<file path="config.mk">
export PLATFORM = sky130hd
export DESIGN_NAME = pipeline_hazard_controller
export DESIGN_NICKNAME = d
export VERILOG_FILES = /design/src/rtl/pipeline_hazard_controller.sv
export SDC_FILE = /design/constraint.sdc
export NUM_CORES = 1
export LEC_CHECK = 0
export ABC_AREA = 1
export CAP_MARGIN = 10
export CORE_MARGIN = 2
export CORE_UTILIZATION = 33
export CTS_BUF_LIST = sky130_fd_sc_hd__clkbuf_16
export DETAILED_ROUTE_END_ITERATION = 6
export GPL_ROUTABILITY_DRIVEN = 0
export GPL_TIMING_DRIVEN = 0
export PLACE_DENSITY = 0.88
export SLEW_MARGIN = 20
export SYNTH_ARGS = -nofsm -noshare
export SYNTH_HDL_FRONTEND = slang
export SYNTH_SLANG_ARGS = --single-unit
</file>
<file path="constraint.sdc">
create_clock -name clk -period 2.5 [get_ports clk]
set_clock_uncertainty 0.05 [all_clocks]
set_input_delay 0.375 -clock clk [delete_from_list [all_inputs] [get_ports clk]]
set_output_delay 0.375 -clock clk [all_outputs]
set_load 0.01 [all_outputs]
</file>
<file path="src/rtl/pipeline_hazard_controller.sv">
// Stall/flush sequencer for the 5-stage integer pipeline: load-use bubbles, redirect flushes and refill, multi-cycle EX and slow-memory freezes.
// Define HAZARD_PERF_EN to build the stall/flush performance counters; otherwise the counter ports are tied to zero.
module pipeline_hazard_controller #(
    parameter int REG_ADDR_WIDTH = 5,
    parameter int FETCH_LATENCY  = 1,
    parameter int CNT_WIDTH      = 32
) (
    input  logic                      clk,
    input  logic                      reset_n,
    input  logic [REG_ADDR_WIDTH-1:0] id_rs1_address,
    input  logic [REG_ADDR_WIDTH-1:0] id_rs2_address,
    input  logic                      id_uses_rs1,
    input  logic                      id_uses_rs2,
    input  logic [REG_ADDR_WIDTH-1:0] ex_rd_address,
    input  logic                      ex_reg_wren,
    input  logic                      ex_is_load,
    input  logic                      ex_redirect,
    input  logic                      ex_mc_start,
    input  logic                      ex_mc_done,
    input  logic                      mem_req,
    input  logic                      mem_ready,
    output logic                      pc_wren,
    output logic                      if_id_wren,
    output logic                      id_ex_wren,
    output logic                      ex_mem_wren,
    output logic                      if_id_flush,
    output logic                      id_ex_flush,
    output logic [CNT_WIDTH-1:0]      perf_stall_cnt,
    output logic [CNT_WIDTH-1:0]      perf_flush_cnt
);

    localparam int RCW = (FETCH_LATENCY > 0) ? $clog2(FETCH_LATENCY + 1) : 1;

    typedef enum logic [1:0] {RUN, REFILL, MC_WAIT, MEM_WAIT} state_t;

    state_t         state, state_nxt;
    logic [RCW-1:0] refill_cnt, refill_cnt_nxt;
    logic           mc_taken, mc_taken_nxt;
    logic           lu_block, lu_block_nxt;

    logic mem_stall, released, mc_ok, hazard, lu_taken, refill_active;
    logic pc_w, if_id_w, id_ex_w, ex_mem_w, if_id_f, id_ex_f;

    assign mem_stall     = mem_req & ~mem_ready;
    assign refill_active = (refill_cnt != '0);
    assign hazard = ex_is_load & ex_reg_wren & (ex_rd_address != '0) &
                    ((id_uses_rs1 & (id_rs1_address == ex_rd_address)) |
                     (id_uses_rs2 & (id_rs2_address == ex_rd_address)));

    // A wait state releases on its completion event; an op already accepted
    // must not be re-accepted when the held ex_mc_start is seen again.
    always_comb begin
        released = 1'b1;
        mc_ok    = 1'b1;
        unique case (state)
            MC_WAIT:  begin released = ex_mc_done; mc_ok = 1'b0;      end
            MEM_WAIT: begin released = mem_ready;  mc_ok = ~mc_taken; end
            default:  ;
        endcase
    end

    // NOTE: every signal gets its default before any branch so no path can
    // leave one unassigned and infer a latch.
    always_comb begin
        state_nxt      = state;
        refill_cnt_nxt = refill_cnt;
        mc_taken_nxt   = 1'b0;
        lu_taken       = 1'b0;
        pc_w           = 1'b1;
        if_id_w        = 1'b1;
        id_ex_w        = 1'b1;
        ex_mem_w       = 1'b1;
        if_id_f        = 1'b0;
        id_ex_f        = 1'b0;

        if (!released || mem_stall) begin
            {pc_w, if_id_w, id_ex_w, ex_mem_w} = 4'b0000;
            if (released)
                state_nxt = MEM_WAIT;
            mc_taken_nxt = (state == MC_WAIT) || ((state == MEM_WAIT) && mc_taken);
        end else if (mc_ok && ex_mc_start && !ex_mc_done) begin
            {pc_w, if_id_w, id_ex_w, ex_mem_w} = 4'b0000;
            state_nxt = MC_WAIT;
        end else if (ex_redirect) begin
            if_id_f        = 1'b1;
            id_ex_f        = 1'b1;
            refill_cnt_nxt = RCW'(FETCH_LATENCY);
            state_nxt      = (FETCH_LATENCY > 0) ? REFILL : RUN;
        end else begin
            if (hazard && !lu_block) begin
                lu_taken = 1'b1;
                pc_w     = 1'b0;
                if_id_w  = 1'b0;
                id_ex_f  = 1'b1;
            end
            // IF/ID keeps loading NOPs until the post-redirect fetch arrives.
            if_id_f = refill_active;
            if (refill_active) begin
                refill_cnt_nxt = refill_cnt - RCW'(1);
                state_nxt      = (refill_cnt == RCW'(1)) ? RUN : REFILL;
            end else begin
                state_nxt = RUN;
            end
        end

        // The bubble just inserted sits in EX until the pipe next advances.
        lu_block_nxt = lu_taken | (lu_block & ~ex_mem_w);
    end

    always_comb begin
        if (!reset_n)
            {pc_wren, if_id_wren, id_ex_wren, ex_mem_wren, if_id_flush, id_ex_flush} = 6'b000011;
        else
            {pc_wren, if_id_wren, id_ex_wren, ex_mem_wren, if_id_flush, id_ex_flush} =
                {pc_w, if_id_w, id_ex_w, ex_mem_w, if_id_f, id_ex_f};
    end

    // NOTE: state registers use non-blocking assignments so every flop samples
    // the pre-edge values regardless of statement order.
    always_ff @(posedge clk or negedge reset_n) begin
        if (!reset_n) begin
            state      <= RUN;
            refill_cnt <= '0;
            mc_taken   <= 1'b0;
            lu_block   <= 1'b0;
        end else begin
            state      <= state_nxt;
            refill_cnt <= refill_cnt_nxt;
            mc_taken   <= mc_taken_nxt;
            lu_block   <= lu_block_nxt;
        end
    end

`ifdef HAZARD_PERF_EN
    logic [CNT_WIDTH-1:0] stall_q, flush_q;

    always_ff @(posedge clk or negedge reset_n) begin
        if (!reset_n) begin
            stall_q <= '0;
            flush_q <= '0;
        end else begin
            if (!pc_w)
                stall_q <= stall_q + CNT_WIDTH'(1);
            if (if_id_f)
                flush_q <= flush_q + CNT_WIDTH'(1);
        end
    end

    assign perf_stall_cnt = stall_q;
    assign perf_flush_cnt = flush_q;
`else
    assign perf_stall_cnt = '0;
    assign perf_flush_cnt = '0;
`endif

endmodule

</file>
# Word-level counts from Yosys, hierarchy flattened

Index checks and enable logic that the tools add are counted.

Register bits: 5
Bits of input ports: 26
Word-level logic and storage cells: 64

Reductions and logical operators: 11
Mux-type cells: 29
Equal/unequal tests: 5
Bitwise operators: 14
Add/subtract/negate cells: 1

Operators with widths:

| cell                                       | number |
|---|---|
| 1-bit two-way mux                          | 24 |
| 5-bit equality test                        | 2 |
| 1-bit bitwise AND                          | 7 |
| 2-bit two-way mux                          | 3 |
| 1-bit NOT                                  | 5 |
| 5-bit nonzero test                         | 1 |
| 2-bit equality test, second input constant | 2 |
| 1-bit logical AND                          | 4 |
| 1-bit case mux with 2 select lines         | 2 |
| 1-bit zero test                            | 3 |
| 1-bit logical OR                           | 2 |
| 2-bit != test, second input constant       | 1 |
| 1-bit OR                                   | 2 |
| 2-bit AND reduction                        | 1 |
| 1-bit subtractor, second input constant    | 1 |

# Depth between registers and ports, before layout

Depth after elaboration: 10
Mapped depth: 10
Mapped depth without buffers: 9

# Worst setup path after synthesis

OpenSTA, ideal clock, no wires.

Path type: flip-flop to output port
From: register state[1]
To: output pc_wren
Buffers on the path: 1
Setup slack: 0.812 ns
Stages on the path, launching flop included: 11
Arrival time: 1.263 ns
Data required time: 2.075 ns
Cells stage by stage: dfrtp_1 > nand2_1 > inv_2 > o21bai_4 > nand2_2 > nor2_4 > inv_2 > nor2_4 > nand2_1 > inv_1 > buf_4

Word-level cells in the longest chain between the ends: 7
Elaborated cells between the ends (all ways): 11
Those cells by class: 2 x eq/ne; 5 x mux; 4 x reduce/logical

RTL lines:

| item                               | line | text |
|---|---|---|
| start: declaration                 | 36   | `state_t state, state_nxt;` |
| start signal: assignment           | 127  | `state <= state_nxt;` |
| 2-bit equality test                | 55   | `unique case (state)` |
| 1-bit case mux with 2 select lines | 55   |  |
| 1-bit logical AND (2 in a row)     | 81   | `end else if (mc_ok && ex_mc_start && !ex_mc_done) begin` |
| 1-bit two-way mux                  | --   |  |
| 1-bit two-way mux (*) (2 in a row) | --   |  |
| end: declaration                   | 22   | `output logic pc_wren,` |

Mark *: on every way between the ends. The rest lies on a longest branch, timed or not.

# Worst setup path after layout

From: input ex_mc_done
To: output id_ex_wren

Word-level cells in the longest chain between the ends: 5
Elaborated cells between the ends (all ways): 8
Those cells by class: 4 x mux; 4 x reduce/logical

RTL lines:

| item                                                                  | line   | text |
|---|---|---|
| start: declaration                                                    | 19     | `input logic ex_mc_done,` |
| 1-bit case mux with 2 select lines or 1-bit zero test (tied branches) | 55, 81 |  |
| 1-bit zero test or 1-bit logical AND (tied branches)                  | 76, 81 |  |
| 1-bit logical OR or 1-bit two-way mux (tied branches)                 | 76, 81 |  |
| 1-bit two-way mux (*)                                                 | 76     | `if (!released \|\| mem_stall) begin` |
| 1-bit two-way mux (*)                                                 | 111    | `if (!reset_n)` |
| end: declaration                                                      | 24     | `output logic id_ex_wren,` |

Marks and branches as above.

==> results.txt <==
TritonRoute pass-1 iters - 2
H-tree Lvls - 1
Worst Path Max Fanout - 4
final core occ - 0.5683
vias in the first global route - 757
Clk network pwr share - 0.409
Final setup viols - 0
# DRC - 0
fraction of layout cells with a size suffix above 1 - 0.3103
Int Power - 0.4483 mW
Hold Crit Class - input port to asynchronous set/reset pin
hpwl dp - 1.938 mm
drt total wl - 2.119 mm
average size of a mapped cell - 6.310 µm²
Worst-path clk slew - 0.03 ns
Netlist Area Pre-Place - 1022 µm²
top-area cell type share of the netlist area - 0.4847
Initial DRC Count - 19
CTS tree - yes
Sw Share - 0.2928
register area share after synthesis - 0.1224
leakage - 1.114 nW
Total Die Area - 3559 µm²
largest net degree at the start of global routing - 9
FF+latch count, synth - 5
Tcrit/Tclk final - 0.9537
row cnt - 20
RSZ-0062 raised after global routing - no
GRT Total Usage - 0.1059
Clock Path Buffers - 2
CTS sink count - 5
number of I/O pins - 96
TritonCTS buffer count - 3
ANT nets after route - 0
Worst EP required - 2.08 ns
initial antenna violation count - 0
most common cell after layout, fill and taps aside - buf_4
global-route wire length before repair - 2.877 mm
global routing's busiest layer - met2
Die Wd - 59.66 µm
met3 usage - 0.01732
crit end category - output port
PnR worst setup slack - 0.1158 ns
hold slack - 0.3694 ns
Buffers on Ports - 31
core area - 3003 µm²
# diodes - 0
maximum vdd drop - 152.4 µV
status - complete, no violations
Synth area leaders - buf_4, nand2_1, dfrtp_1
max-cap violation count - 0
clock latency on the worst-skew pair - 0.23 ns
Critical Path AT - 1.96 ns
routed vias - 998
commonest non-fill, non-tap cells in the layout - buf_4, conb_1, nand2_1, clkdlybuf4s50_1, inv_1
area delta synth->final - 66.95%
vias per inst - 3.395
clk root buf - clkbuf_16
area leader, netlist - buf_4
pre-CTS WS - -0.07968 ns
Power Density - 371.5 nW/µm²
Final Net Count - 288
Cell variety after synth - 18
WS Path Type - input port to output port
final hold violations - 0
met1 global-route usage - 0.1088
total grt overflow - 0
power share of the sequential group - 0.154
Fmax achieved - 419.4 MHz
Gate power share - 0.437
Initial Util - 0.3404
GR Util met2 - 0.2003
Syn Inst Count - 162
critical path startpoint category - input port
routed len/inst - 7.207 µm
Fin Setup TNS - 0 ns
Die Span Y - 59.66 µm
min Tclk post-route - 2.384 ns
switching pwr - 0.1857 mW
max-slew violations - 0
total power - 0.6340 mW
synth warn - 0
routing by layer:
metal / wire length (µm) / share of wire
met1: 753 / 0.36
met2: 1066 / 0.50
met3: 255 / 0.12
met4: 43 / 0.020
met5: 0 / 0
cell families after synthesis:
logic type | count (synthesis) | synth area share
AND/OR/NAND/NOR | 63 | 0.2681
AO/OA/AOI/OAI | 5 | 0.04038
other | 1 | 0.003668
flip-flops | 5 | 0.1224
buffers and inverters | 88 | 0.5655
registers in the layout (all words and copies together), names as in the netlist:
name / flops
lu_block: 1
mc_taken: 1
refill_active: 1
state: 2
power by group through the flow:
stage	clock network [mW]	logic, mW	registers [mW]
floorplan	0	0.193	0.0970
global placement	0	0.266	0.0980
detailed placement	0	0.270	0.0987
CTS	0.260	0.273	0.0979
global route	0.268	0.304	0.0990
finish	0.259	0.277	0.0978
synthesized netlist by cell type:
| cell | instances |
|---|---|
| o21ai_1 | 1 |
| nand4_1 | 1 |
| nand2_2 | 1 |
| a21oi_1 | 1 |
| dfrtp_1 | 5 |
| o21bai_4 | 1 |
| a21boi_1 | 1 |
| nor2_4 | 2 |
| inv_1 | 18 |
| nor2_1 | 9 |
| nor2b_2 | 1 |
| buf_4 | 66 |
| nand3_1 | 8 |
| nand2_1 | 40 |
| conb_1 | 1 |
| o21ai_0 | 1 |
| or2_1 | 1 |
| inv_2 | 4 |
final timing paths:
| kind | startpoint | to | slack, ns | depth (start not counted) |
|---|---|---|---|---|
| max | ex_mc_done | id_ex_wren | 0.12 | 9 |
| min | reset_n | state[0]$_DFFE_PN0P_ | 0.37 | 1 |
| max reg2reg | state[0]$_DFFE_PN0P_ | refill_active$_DFFE_PN0P_ | 1.23 | 7 |
| min reg2reg | refill_active$_DFFE_PN0P_ | refill_active$_DFFE_PN0P_ | 0.43 | 2 |
| max in group asynchronous | reset_n | lu_block$_DFF_PN0_ | 1.78 | 1 |
| min in group clk | refill_active$_DFFE_PN0P_ | refill_active$_DFFE_PN0P_ | 0.43 | 2 |
cell type report:
type                       count  area (µm²)
clock inverter                 1       3.754
timing repair buffer          32       320.3
buffer                        66       495.5
inverter                      22       82.58
fill                         315        1296
tap                           33       41.29
sequential                     5       125.1
clock buffer                   3       75.07
multi-input combinational    132       563.0
per-stage QoR:
step | cell area [µm²] | std cells
5_1_grt | 1707 | 294
2_1_floorplan | 1259 | 225
3_5_place_dp | 1610 | 289
4_1_cts | 1694 | 294
3_3_place_gp | 1610 | 289
6_report | 1707 | 294
repair_timing:
item | CTS | global route
setup endpoints to repair | 3 | 4
hold buffers | 0 | 0
setup buffers | 1 | 0
endpoints found under the hold margin | 0 | 0
resized for setup | 2 | 4
gates cloned | 0 | 0
pin swaps | 1 | 1
worst max-delay path, stage by stage:
cell and delay [ns]:
clkdlybuf4s50_1 0.45, inv_1 0.06, nand3_2 0.09, nand2_2 0.07, nor2_4 0.11, inv_2 0.07
nor2_4 0.10, buf_4 0.11, clkdlybuf4s50_1 0.52
Power figures use the tool's default switching activity.
